`src/rtl/instr_sequencer.sv`:
```
// Multi-cycle fetch/execute/mem/writeback sequencer driving a combinational ALU.
// Holds PC, IR, NZCV flags and the result register; all handshake outputs are registered.
module instr_sequencer #(
    parameter logic [31:0] RESET_PC = 32'h0000_0000,
    parameter int unsigned PC_STEP  = 4
) (
    input  logic        clk,
    input  logic        reset,
    output logic        imem_req,
    output logic [31:0] imem_addr,
    input  logic        imem_ack,
    input  logic [31:0] imem_data,
    output logic [3:0]  alu_cond,
    output logic [3:0]  alu_opcode,
    output logic        alu_sbit,
    output logic [2:0]  alu_srcontrol,
    output logic [15:0] alu_imvalue,
    output logic [3:0]  alu_inflags,
    input  logic [31:0] alu_result,
    input  logic [3:0]  alu_outflags,
    output logic [3:0]  rf_raddr1,
    output logic [3:0]  rf_raddr2,
    input  logic [31:0] rf_rdata1,
    input  logic [31:0] rf_rdata2,
    output logic        rf_we,
    output logic [3:0]  rf_waddr,
    output logic [31:0] rf_wdata,
    output logic        dmem_req,
    output logic        dmem_we,
    output logic [31:0] dmem_addr,
    output logic [31:0] dmem_wdata,
    input  logic        dmem_ack,
    input  logic [31:0] dmem_rdata,
    output logic        illegal
);

    typedef enum logic [1:0] {StFetch, StExecute, StMem, StWriteback} state_e;

    localparam logic [31:0] IrReset = 32'h0F00_0000;
    localparam logic [3:0]  OpCmp   = 4'h8;
    localparam logic [3:0]  OpLdr   = 4'h9;
    localparam logic [3:0]  OpStr   = 4'hA;

    state_e      state_q;
    logic [31:0] pc_q;
    logic [31:0] ir_q;
    logic [31:0] result_q;
    logic [3:0]  flags_q;
    logic        imem_req_q;
    logic        dmem_req_q;
    logic        dmem_we_q;
    logic        rf_we_q;
    logic        illegal_q;

    logic [3:0] op;
    logic       flag_n, flag_z, flag_c, flag_v;
    logic       cond_ok;
    logic       is_mem_op;

    assign op                               = ir_q[27:24];
    assign {flag_n, flag_z, flag_c, flag_v} = flags_q;
    assign is_mem_op                        = (op == OpLdr) || (op == OpStr);

    // Same condition table the ALU uses, evaluated on the architectural flags.
    always_comb begin
        cond_ok = 1'b1;
        case (ir_q[31:28])
            4'b0001: cond_ok = flag_z;
            4'b0010: cond_ok = !flag_z && (flag_n == flag_v);
            4'b0011: cond_ok = !flag_z && (flag_n != flag_v);
            4'b0100: cond_ok = (flag_n == flag_v);
            4'b0101: cond_ok = (flag_n != flag_v);
            4'b0110: cond_ok = !flag_z && flag_c;
            4'b0111: cond_ok = !flag_c;
            4'b1000: cond_ok = flag_c;
            default: cond_ok = 1'b1;
        endcase
    end

    always_ff @(posedge clk or posedge reset) begin
        if (reset) begin
            state_q    <= StFetch;
            pc_q       <= RESET_PC;
            ir_q       <= IrReset;
            result_q   <= 32'h0;
            flags_q    <= 4'b0000;
            imem_req_q <= 1'b0;
            dmem_req_q <= 1'b0;
            dmem_we_q  <= 1'b0;
            rf_we_q    <= 1'b0;
            illegal_q  <= 1'b0;
        end else begin
            rf_we_q   <= 1'b0;
            illegal_q <= 1'b0;
            case (state_q)
                StFetch: begin
                    if (imem_req_q && imem_ack) begin
                        ir_q       <= imem_data;
                        imem_req_q <= 1'b0;
                        // Flag pulse is timed to coincide with EXECUTE.
                        illegal_q  <= (imem_data[27:24] >= 4'hB) && (imem_data[27:24] <= 4'hE);
                        state_q    <= StExecute;
                    end else begin
                        imem_req_q <= 1'b1;
                    end
                end
                StExecute: begin
                    if (cond_ok) begin
                        if (!op[3]) result_q <= alu_result;
                        if (ir_q[23] || (op == OpCmp)) flags_q <= alu_outflags;
                    end
                    if (cond_ok && is_mem_op) begin
                        dmem_req_q <= 1'b1;
                        dmem_we_q  <= (op == OpStr);
                        state_q    <= StMem;
                    end else begin
                        rf_we_q <= cond_ok && !op[3];
                        state_q <= StWriteback;
                    end
                end
                StMem: begin
                    if (dmem_req_q && dmem_ack) begin
                        if (!dmem_we_q) result_q <= dmem_rdata;
                        rf_we_q    <= !dmem_we_q;
                        dmem_req_q <= 1'b0;
                        dmem_we_q  <= 1'b0;
                        state_q    <= StWriteback;
                    end
                end
                StWriteback: begin
                    pc_q       <= pc_q + 32'(PC_STEP);
                    imem_req_q <= 1'b1;
                    state_q    <= StFetch;
                end
                default: state_q <= StFetch;
            endcase
        end
    end

    assign imem_req      = imem_req_q;
    assign imem_addr     = pc_q;
    assign alu_cond      = ir_q[31:28];
    assign alu_opcode    = ir_q[27:24];
    assign alu_sbit      = ir_q[23];
    assign alu_srcontrol = ir_q[22:20];
    assign alu_imvalue   = ir_q[15:0];
    assign alu_inflags   = flags_q;
    assign rf_raddr1     = ir_q[15:12];
    assign rf_raddr2     = ir_q[11:8];
    assign rf_waddr      = ir_q[19:16];
    assign rf_we         = rf_we_q;
    assign rf_wdata      = result_q;
    assign dmem_req      = dmem_req_q;
    assign dmem_we       = dmem_we_q;
    assign dmem_addr     = rf_rdata1;
    assign dmem_wdata    = rf_rdata2;
    assign illegal       = illegal_q;

endmodule

```
`config.mk`:
```
export PLATFORM = sky130hd
export DESIGN_NAME = instr_sequencer
export DESIGN_NICKNAME = d
export VERILOG_FILES = /design/src/rtl/instr_sequencer.sv
export SDC_FILE = /design/constraint.sdc
export NUM_CORES = 1
export LEC_CHECK = 0
export ABC_CLOCK_PERIOD_IN_PS = 4450
export CORE_AREA = 3 3 132 134
export CTS_CLUSTER_SIZE = 16
export DETAILED_ROUTE_END_ITERATION = 10
export DIE_AREA = 0 0 135 137
export GPL_ROUTABILITY_DRIVEN = 0
export GPL_TIMING_DRIVEN = 0
export PLACE_DENSITY = 0.82
export SYNTH_ARGS = -nofsm -noshare
export SYNTH_HDL_FRONTEND = slang
export SYNTH_SLANG_ARGS = --single-unit
```
`constraint.sdc`:
```
create_clock -name clk -period 4.45 [get_ports clk]
set_clock_uncertainty 0.2 [all_clocks]
set_input_delay 0.445 -clock clk [delete_from_list [all_inputs] [get_ports clk]]
set_output_delay 0.445 -clock clk [all_outputs]
set_load 0.05 [all_outputs]
```
Word-level counts from Yosys, hierarchy flattened

Index checks and enable logic that the tools add are counted.

Bits in registers: 107
Input port bits: 168
Output and inout port bits: 177
Word-level logic and storage cells: 79

$add $sub $neg: 1
$lt $le $gt $ge: 2
Equal/unequal tests: 22
Mux-type cells: 22
Reductions and logical operators: 22

Operators with widths:

| kind                  | count |
|---|---|
| $mux 32               | 4 |
| $pmux 32 s2           | 1 |
| $add 32x3->32 const B | 1 |
| $eq 4x3->1 const B    | 4 |
| $eq 4x4->1 const B    | 4 |
| $ne 2x2->1 const B    | 6 |
| $mux 1                | 9 |
| $eq 4x2->1 const B    | 2 |
| $logic_and 1x1->1     | 8 |
| $pmux 1 s2            | 4 |
| $pmux 1 s8            | 1 |
| $pmux 2 s4            | 1 |
| $reduce_and 3->1      | 2 |
| $reduce_and 5->1      | 1 |
| $eq 2x2->1 const B    | 2 |
| $eq 4x1->1 const B    | 1 |
| $ge 4x4->1 const B    | 1 |
| $le 4x4->1 const B    | 1 |
| $logic_not 1->1       | 4 |
| $mux 2                | 2 |
| $reduce_and 2->1      | 2 |
| $reduce_bool 2->1     | 2 |
| $eq 2x1->1 const B    | 1 |
| $logic_not 2->1       | 1 |
| other kinds (3)       | 4 |

Logic depth before layout (Yosys ltp)

Gate-level depths: netlist of run 1.

Word-level depth: 6
Depth in mapped cells: 9

Worst setup path before layout of run 1

Ideal clock, no wire load.

Path type: reg2reg
From: register ir_q[29]
To: register flags_q[0] (netlist: alu_inflags[0])
Data arrival time: 2.028 ns
Data required time: 4.122 ns
Setup slack: 2.094 ns
Cell stages (with the launch flop): 6
Buffers on the path: 0
Clock period less this slack: 2.356 ns
Path through: dfrtp_1 or3b_1 a21oi_2 nand2_2 a211oi_4 mux2_1

Cells in the longest elaborated chain, start to end: 3
Elaborated cells between the ends (all ways): 10
Those cells by class: 8 x eq/ne; 1 x mux; 1 x reduce/logical

Ends and longest elaborated chain:

| element                            | line | RTL |
|---|---|---|
| from (decl)                        | 46   | `logic [31:0] ir_q;` |
| from (signal assigned)             | 84   | `ir_q <= IrReset;` |
| from (signal assigned)             | 98   | `ir_q <= imem_data;` |
| $eq 4x4->1 (tied with other cells) | 67   | `case (ir_q[31:28])` |
| $pmux 1 s8 (*)                     | 67   |  |
| $reduce_and 3->1 (no line) (*)     | n/a  |  |
| to (signal assigned)               | 110  | `if (ir_q[23] \|\| (op == OpCmp)) flags_q <= alu_outflags;` |
| to (decl)                          | 48   | `logic [3:0] flags_q;` |

Mark *: on every way between the ends. The rest lies on a longest branch, timed or not.
A chain may end at the register's enable or synchronous reset.

Worst setup path after layout of run 1

From: register state_q[0]
To: register result_q[8] (netlist: rf_wdata[8])

Cells in the longest elaborated chain, start to end: 3
Elaborated cells between the ends (all ways): 9
Those cells by class: 6 x eq/ne; 1 x mux; 2 x reduce/logical

Ends and longest elaborated chain:

| element                                                   | line | RTL |
|---|---|---|
| from (decl)                                               | 44   | `state_e state_q;` |
| from (signal assigned)                                    | 82   | `state_q <= StFetch;` |
| from (signal assigned)                                    | 102  | `state_q <= StExecute;` |
| from (signal assigned)                                    | 115  | `state_q <= StMem;` |
| $eq 2x1->1 or $eq 2x2->1 (tied branches)                  | 95   | `case (state_q)` |
| $ne 2x2->1 (no line) or $reduce_bool 2->1 (tied branches) | n/a  |  |
| $reduce_and 5->1 (no line)                                | n/a  |  |
| to (signal assigned)                                      | 109  | `if (!op[3]) result_q <= alu_result;` |
| to (signal assigned)                                      | 123  | `if (!dmem_we_q) result_q <= dmem_rdata;` |
| to (decl)                                                 | 47   | `logic [31:0] result_q;` |

Parallel ways exist; a longest one is shown, timed or not.

==> run summary, run 1 <==
Final Max Tran Viols: 0
Ys flop type: dfrtp_1
Most frequent cells in the layout: clkdlybuf4s50_1, dfrtp_1, buf_4
Number of diodes: 0
Initial DRC count: 348
Final setup viols: 0
DIE AREA: 18500 sq um
Ys async rst share: 1.000
Fin crit share: 0.6184
Crit path time final: 2.752 ns
CTS Root Cell: clkbuf_16
Placeable Area: 16410 sq um
WL final: 21200 microns
Crit Path Class: flop to flop
Drt pass-1 iters: 4
Slew at the pin with the worst max-slew slack: 0.7520 ns
CTS clk-pin slew, worst paths: 0.08 ns
Required time of the worst setup path: 4.51 ns
Max Cap Viol: 0
Synth area leader: dfrtp_1
CP max FO: 10
Pwr/cell area: 758.9 nW/um^2
Arr. time, crit path: 2.81 ns
Clock sink count: 105
I/O pins: 345
Total number of vias: 6289
Area Growth Syn to Fin: 50.64%
Avg Cell Area, Syn: 10.32 sq um
Yosys warns: 0
Vias in the first global route: 6202
Status: completed
DR vias/cell: 5.408
CTS hold repair buffers: 0
Die W: 135 microns
Synth top area share: 0.3787
Max-slew headroom: 0.4987
CTS tree: built
CP endpoint kind: flop
Peak supply drop: 0.5455 mV
Synth top area cells: dfrtp_1, mux2_2, buf_4, a2111oi_2, nor3_1
Synth Instances: 647
RSZ-0062 raised after global routing: no
Worst-Skew Late Latency: 0.36 ns
Synthesized flop and latch total: 105
First-pass GRT wire length: 32620 microns
Design area: 10050 sq um
Die Height: 137 microns
Leading cell type in the layout, fill and taps excluded: clkdlybuf4s50_1
Placement Cell Area: 9766 sq um
Cts repair resizes: 0
Post-Syn Area: 6674 sq um
Post-synth EDFFs: 0
Largest net degree at the start of global routing: 67
Hold Crit Class: input port to asynchronous set/reset pin
Total Power: 7.630 mW
Final nets: 1111
GRT Util Overall: 0.2220
Remaining Overflow, GRT: 0
DP HPWL: 15910 microns
Fraction of layout cells with a size suffix above 1: 0.2259
Register area share after synthesis: 0.3945
Flop2flop setup slack: 1.70 ns
Routed Antenna Nets: 0
Clk buf depth: 2
DR DRC count: 0
P_leak: 3.937 nW
Starting Density: 0.4068
Post-CTS Setup Bufs: 0
CTS Buf Count: 9
Fmax: 363.4 MHz
Row count: 47
Synth unique cells: 50
CP startpoint kind: flop
H-tree depth: 3
Port bufs: 278
Initial antenna violation count: 0
Routed length per placed instance: 18.22 microns
Final hold viol count: 0
Final setup TNS: 0 ns
==> worst max-delay path, cell delays in order, from the launching register on <==
cell,delay (ns)
dfrtp_1,0.44
inv_1,0.11
ha_1,0.14
buf_2,0.26
nand4b_4,0.19
o21ai_1,0.23
buf_2,0.31
clkbuf_1,0.45
o211ai_1,0.14
nor3_1,0.17
==> through the flow <==
| stage | utilization | cells | setup WS [ns] | hold slack [ns] |
|---|---|---|---|---|
| final | 0.6128 | 1163 | 1.698 | 0.2890 |
| after global routing | 0.6128 | 1163 | 1.500 | 0.3091 |
| after CTS | 0.6128 | 1163 | 1.719 | 0.2994 |
| after detailed placement | 0.5952 | 1147 | 1.682 | 0.2849 |
| after global placement | 0.5934 | 1146 | -0.7533 | 0.2628 |
| after floorplan | - | 648 | 1.051 | 0.3797 |
==> cell type report <==
| type | instances | area [sq um] |
|---|---|---|
| inverters | 8 | 32.53 |
| flip-flops and latches | 105 | 2633 |
| plain buffers | 120 | 793.3 |
| fillers | 1368 | 6354 |
| clock buffers | 10 | 229.0 |
| multi-input cells | 415 | 3222 |
| repair buffers | 279 | 2810 |
| clock inverters | 6 | 58.81 |
| well taps | 220 | 275.3 |
==> worst paths after layout <==
check	start	to	cells past startpoint
max	state_q[0]	rf_wdata[8]	9
min	reset	imem_addr[31]	2
max reg2reg	state_q[0]	rf_wdata[8]	9
min reg2reg	imem_addr[30]	imem_addr[30]	1
max in group asynchronous	reset	ir_q[27]	3
min in group clk	imem_addr[30]	imem_addr[30]	1
==> routing by layer <==
metal  GRT usage  share of wire  routed length (microns)  up-vias
li1            -              -                        -     2898
met1      0.2715           0.38                     8139     3041
met2      0.3783           0.49                    10440      329
met3     0.08162           0.11                     2353       21
met4     0.04647          0.013                      265        0
met5           0              0                        0        -
==> power breakdown <==
part	total, mW	internal, mW	switching (mW)
clock	0.802	0.396	0.406
combinational	5.11	1.83	3.28
sequential	1.72	1.35	0.365
==> cells by family after synthesis <==
family | Yosys count | synth area share
and+or+nand+nor | 230 | 0.1924
buffers and inverters | 128 | 0.1234
other | 1 | 0.0005619
AOI/OAI and AO/OA | 77 | 0.1219
xor gates and xnor gates | 33 | 0.04331
adders and majority gates | 5 | 0.009374
DFF | 105 | 0.3944
muxes | 68 | 0.1147
==> synth_stat cells, types with 2 or more instances <==
| cell | count |
|---|---|
| dfrtp_1 | 101 |
| buf_4 | 75 |
| mux2_2 | 64 |
| nor3_1 | 50 |
| nor4_1 | 33 |
| nor2_1 | 32 |
| or3_1 | 32 |
| a2111oi_2 | 27 |
| nand2_1 | 26 |
| o211ai_1 | 25 |
| clkbuf_1 | 23 |
| nand3b_1 | 23 |
| xor2_1 | 17 |
| xnor2_1 | 16 |
| buf_2 | 13 |
| nand4_1 | 9 |
| inv_1 | 7 |
| nand3_1 | 7 |
| buf_6 | 6 |
| a2111oi_0 | 5 |
| ha_1 | 5 |
| dfstp_2 | 4 |
| mux2_1 | 4 |
| a21oi_1 | 3 |
| and3_1 | 3 |
| and4_1 | 3 |
| buf_1 | 3 |
| nand2b_1 | 3 |
| o31a_1 | 3 |
| a21boi_1 | 2 |
| nor2b_1 | 2 |
| nor4b_1 | 2 |
| o21ai_0 | 2 |
==> sequential cells by signal, summed over array words and instances (netlist names) <==
name	count
ir_q	32
rf_wdata	32
imem_addr	30
alu_inflags	4
state_q	2
dmem_req	1
dmem_we	1
illegal	1
imem_req	1
rf_we	1
No activity file was read; power rests on OpenSTA's default activity.
==> run 2, diff against run 1 <==
ABC_CLOCK_PERIOD_IN_PS = 2300   (was 4450)
CORE_AREA = 3 3 125 157   (was 3 3 132 134)
DIE_AREA = 0 0 128 160   (was 0 0 135 137)
PLACE_DENSITY = 0.77   (was 0.82)
clock period = 2.3 ns   (was 4.45 ns; I/O delays follow)
==> run summary, run 2 (synthesis results as in run 1) <==
Status: completed (unchanged)
I/O pins: 345 (unchanged)
Hold Crit Class: input port to asynchronous set/reset pin (unchanged)
Most frequent cells in the layout: clkdlybuf4s50_1, dfrtp_1, buf_4 (unchanged)
CP endpoint kind: flop (unchanged)
Drt pass-1 iters: 5 (was 4)
# fillers: 1572 (was 1368)
Leading cell type in the layout, fill and taps excluded: clkdlybuf4s50_1 (unchanged)
Port bufs: 278 (unchanged)
Total Power: 15.92 mW (was 7.630 mW)
Die Height: 160 microns (was 137 microns)
Die W: 128 microns (was 135 microns)
Final nets: 1129 (was 1111)
CTS tree: built (unchanged)
RSZ-0062 raised after global routing: yes (was no)
Initial antenna violation count: 0 (unchanged)
Final Max Tran Viols: 0 (unchanged)
Routed length per placed instance: 18.76 microns (was 18.22 microns)
Final setup viols: 0 (unchanged)
Multi-input logic area: 3491 sq um (was 3222 sq um)
Starting Density: 0.3674 (was 0.4068)
Final cell count without fillers: 1189 (was 1163)
WL final: 22300 microns (was 21200 microns)
CP max FO: 9 (was 10)
DP Worst Slack: -0.4370 ns (was 1.682 ns)
Fraction of layout cells with a size suffix above 1: 0.2955 (was 0.2259)
Total number of vias: 6362 (was 6289)
Worst-Skew Late Latency: 0.36 ns (about the same)
Area Growth Syn to Fin: 59.75% (was 50.64%)
Vias in the first global route: 6437 (was 6202)
First-pass GRT wire length: 34110 microns (was 32620 microns)
CTS Buf Count: 9 (unchanged)
Slew at the pin with the worst max-slew slack: 0.9053 ns (was 0.7520 ns)
Clock sink count: 105 (unchanged)
Clk buf depth: 2 (unchanged)
Required time of the worst setup path: 2.34 ns (was 4.51 ns)
Initial DRC count: 438 (was 348)
CTS hold repair buffers: 0 (unchanged)
Largest net degree at the start of global routing: 38 (was 67)
Placed cells: 1156 (was 1147)
Placement Cell Area: 9792 sq um (was 9766 sq um)
Design area: 10660 sq um (was 10050 sq um)
Arr. time, crit path: 2.27 ns (was 2.81 ns)
Final hold viol count: 0 (unchanged)
P_leak: 4.161 nW (was 3.937 nW)
Crit path time final: 2.236 ns (was 2.752 ns)
Crit Path Class: flop to flop (unchanged)
H-tree depth: 3 (unchanged)
DP HPWL: 16530 microns (was 15910 microns)
Pwr/cell area: 1494 nW/um^2 (was 758.9 nW/um^2)
Fin crit share: 0.9723 (was 0.6184)
Max-slew headroom: 0.3952 (was 0.4987)
Fin worst setup slack: 0.06379 ns (was 1.698 ns)
Sequential Area: 2638 sq um (was 2633 sq um)
DIE AREA: 20480 sq um (was 18500 sq um)
Peak supply drop: 1.004 mV (was 0.5455 mV)
Max Cap Viol: 0 (unchanged)
Placeable Area: 18170 sq um (was 16410 sq um)
DR DRC count: 0 (unchanged)
DR vias/cell: 5.351 (was 5.408)
Fin Hold WS: 0.1895 ns (was 0.2890 ns)
Remaining Overflow, GRT: 0 (unchanged)
CP startpoint kind: flop (unchanged)
CTS clk-pin slew, worst paths: 0.08 ns (about the same)
Fmax: 447.2 MHz (was 363.4 MHz)
GRT Util Overall: 0.2057 (was 0.2220)
Row count: 55 (was 47)
CTS Root Cell: clkbuf_16 (unchanged)
Routed Antenna Nets: 0 (unchanged)
Number of diodes: 0 (unchanged)
-- run 2: cell count changes in the layout (fill, tap and decap cells not counted), sizes merged --
cell           delta
buf              +17
clkinv            +4
inv               -3
clkdlybuf4s50     -1
dlygate4sd2       +1
-- run 2: final timing paths --
kind,start,endpoint,cells after the start,slack (ns)
worst max-delay path,state_q[0],rf_wdata[30],7,0.06
worst min-delay path,reset,ir_q[22],2,0.19
worst max register to register,state_q[0],rf_wdata[30],7,0.06
worst min register to register,imem_addr[31],imem_addr[31],1,0.27
max in group asynchronous,reset,alu_inflags[1],3,1.02
min in group clk,imem_data[27],ir_q[27],3,0.23
-- run 2: metrics by stage --
step	util	TNS [ns]
global placement	0.5368	-69.62
floorplan	-	0
CTS	0.5619	-0.06436
global route	0.5868	-0.3831
detailed placement	0.5390	-10.95
finish	0.5868	0
-- run 2: cell type report --
type	instances	area share
clock buffers	9	0.02112
clock inverters	7	0.008332
flip-flops and latches	105	0.2474
well taps	228	0.02676
repair buffers	297	0.2799
multi-input cells	415	0.3274
inverters	8	0.003403
plain buffers	120	0.08567
-- run 2: timing repair --
action	in CTS	in global routing
gates resized for setup	30	86
buffers inserted	4	11
endpoints found under the setup margin	65	68
gates cloned	0	2
pin swaps	2	4
-- run 2: layer usage --
metal,up-vias,share of wire,global-route usage
met2,354,0.53,0.3725
met1,3037,0.37,0.2372
met4,0,0.017,0.05840
met3,28,0.092,0.05152
li1,2943,-,-
met5,-,0,0
-- run 2: worst max-delay path, cell delays in order (launching register included) --
cell       delay, ns
dfrtp_2         0.45
inv_2           0.08
ha_2            0.19
buf_12          0.16
buf_4           0.15
mux2_2          0.36
a2111oi_0       0.42
nor3_1          0.11
-- run 2: report_power, final --
part	switching, mW	internal, mW	leakage, nW
clock network	0.831	0.784	0.152
logic	6.76	4.16	2.74
registers	0.769	2.63	1.27
==> run 3, diff against run 2 <==
GPL_TIMING_DRIVEN = not set   (was 0)
==> run summary, run 3 (synthesis results as in run 1) <==
Status: completed (unchanged)
DP HPWL: 13730 microns (was 16530 microns)
Crit-path cells: buf_4 > nor3_1 > buf_4 > o31ai_4 > buf_4 > buf_4 > a211oi_4 > mux2_1 (was inv_2 > ha_2 > buf_12 > buf_4 > mux2_2 > a2111oi_0 > nor3_1)
Die W: 128 microns (unchanged)
Starting Density: 0.3674 (unchanged)
Slew at the pin with the worst max-slew slack: 0.5984 ns (was 0.9053 ns)
First-pass GRT wire length: 30710 microns (was 34110 microns)
Fmax: 452.6 MHz (was 447.2 MHz)
H-tree depth: 3 (unchanged)
Required time of the worst setup path: 2.33 ns (was 2.34 ns)
Clk buf depth: 2 (unchanged)
Clock sink count: 105 (unchanged)
Final Max Tran Viols: 0 (unchanged)
Final setup viols: 0 (unchanged)
Peak supply drop: 0.9981 mV (was 1.004 mV)
Max Cap Viol: 0 (unchanged)
Routed Antenna Nets: 0 (unchanged)
CP startpoint kind: flop (unchanged)
Worst setup path endpoint: alu_inflags[0] (was rf_wdata[30])
DR DRC count: 0 (unchanged)
Final nets: 960 (was 1129)
Util after Layout: 0.4990 (was 0.5868)
Fraction of layout cells with a size suffix above 1: 0.2146 (was 0.2955)
Hold Crit Class: input port to asynchronous set/reset pin (unchanged)
DP Worst Slack: 0.02953 ns (was -0.4370 ns)
Pwr/cell area: 1615 nW/um^2 (was 1494 nW/um^2)
RSZ-0062 raised after global routing: yes (unchanged)
Crit path launch: ir_q[30] (was state_q[0])
Multi-input logic area: 3293 sq um (was 3491 sq um)
Drt pass-1 iters: 4 (was 5)
CTS Buf Count: 9 (unchanged)
CTS Root Cell: clkbuf_16 (unchanged)
WL final: 19430 microns (was 22300 microns)
CTS tree: built (unchanged)
Vias in the first global route: 5833 (was 6437)
Placed cells: 1000 (was 1156)
Leading cell type in the layout, fill and taps excluded: clkdlybuf4s50_1 (unchanged)
Initial DRC count: 369 (was 438)
Final setup TNS: 0 ns (unchanged)
Area Growth Syn to Fin: 35.85% (was 59.75%)
Placeable Area: 18170 sq um (unchanged)
Final hold viol count: 0 (unchanged)
Arr. time, crit path: 2.24 ns (was 2.27 ns)
Initial antenna violation count: 0 (unchanged)
Fin worst setup slack: 0.09036 ns (was 0.06379 ns)
Largest net degree at the start of global routing: 76 (was 38)
CP max FO: 6 (was 9)
P_leak: 3.409 nW (was 4.161 nW)
Row count: 55 (unchanged)
Max-slew headroom: 0.5998 (was 0.3952)
Crit path time final: 2.210 ns (was 2.236 ns)
DIE AREA: 20480 sq um (unchanged)
Sequential Area: 2636 sq um (was 2638 sq um)
DR vias/cell: 5.462 (was 5.351)
I/O pins: 345 (unchanged)
# fillers: 1684 (was 1572)
Crit Path Class: flop to flop (unchanged)
Most frequent cells in the layout: clkdlybuf4s50_1, dfrtp_1, mux2_2 (was clkdlybuf4s50_1, dfrtp_1, buf_4)
Worst-Skew Late Latency: 0.36 ns (about the same)
Port bufs: 214 (was 278)
Worst r2r path cells: 8 (was 7)
CP endpoint kind: flop (unchanged)
Slowest stage delay, CP: 0.40 ns (was 0.45 ns)
Remaining Overflow, GRT: 0 (unchanged)
CTS clk-pin slew, worst paths: 0.08 ns (about the same)
Routed length per placed instance: 19.05 microns (was 18.76 microns)
Flop2flop setup slack: 0.09 ns (was 0.06 ns)
Critical Path Slowest Stage Cell: dfrtp_2 (unchanged)
R2r startpoint: ir_q[30] (was state_q[0])
CP most frequent cell: buf_4
Final cell count without fillers: 1020 (was 1189)
GRT Util Overall: 0.1857 (was 0.2057)
Total number of vias: 5571 (was 6362)
Fin crit share: 0.9607 (was 0.9723)
R2r endpoint: alu_inflags[0] (was rf_wdata[30])
Number of diodes: 0 (unchanged)
Die Height: 160 microns (unchanged)
Total Power: 14.64 mW (was 15.92 mW)
==> run 3: metrics by stage <==
stage,instance area (sq um),hold slack (ns)
final,9066,0.1595
after global routing,9066,0.2076
after CTS,8965,0.1659
after detailed placement,8660,0.2603
after global placement,8660,0.2598
after floorplan,6684,0.1647
==> run 3: worst min path at each step <==
stage                               start             end  slack, ns  cells past startpoint
after floorplan           alu_outflags[0]  alu_inflags[0]       0.16                      1
after global placement      imem_addr[31]   imem_addr[31]       0.26                      1
after detailed placement    rf_rdata1[13]   dmem_addr[13]       0.26                      0
after CTS                           reset        ir_q[18]       0.17                      3
after global routing                reset        ir_q[20]       0.21                      3
final                               reset        ir_q[18]       0.16                      3
==> run 3: area by class of cell <==
type                       instances  area share
clock buffer                       9     0.02484
clock inverter                     7    0.008832
inverter                           8    0.003726
multi-input combinational        415      0.3632
sequential                       105      0.2908
tap                              228     0.03147
timing repair buffer             248      0.2771
==> run 3: power by group <==
group	internal, mW	switching (mW)
clock network	0.855	0.764
registers	2.62	0.674
logic	3.62	6.10
==> run 3: worst max-delay path, delay by kind of cell (launching register included) <==
kind                   cells  cell delay (ns)
AOI/OAI and AO/OA          2             0.39
buffers and inverters      4             0.57
and+or+nand+nor            1             0.16
DFF                        1             0.40
muxes                      1             0.36
==> run 3: routing by layer <==
| layer | GRT usage | share of wire |
|---|---|---|
| met5 | 0 | 0 |
| met4 | 0.07963 | 0.034 |
| met3 | 0.05186 | 0.083 |
| met2 | 0.3082 | 0.49 |
| met1 | 0.2241 | 0.40 |
==> run 3: what timing repair did <==
item,CTS,global route
setup endpoints to repair,0,32
resized for setup,0,13
buffers inserted,0,3
hold buffers,0,0
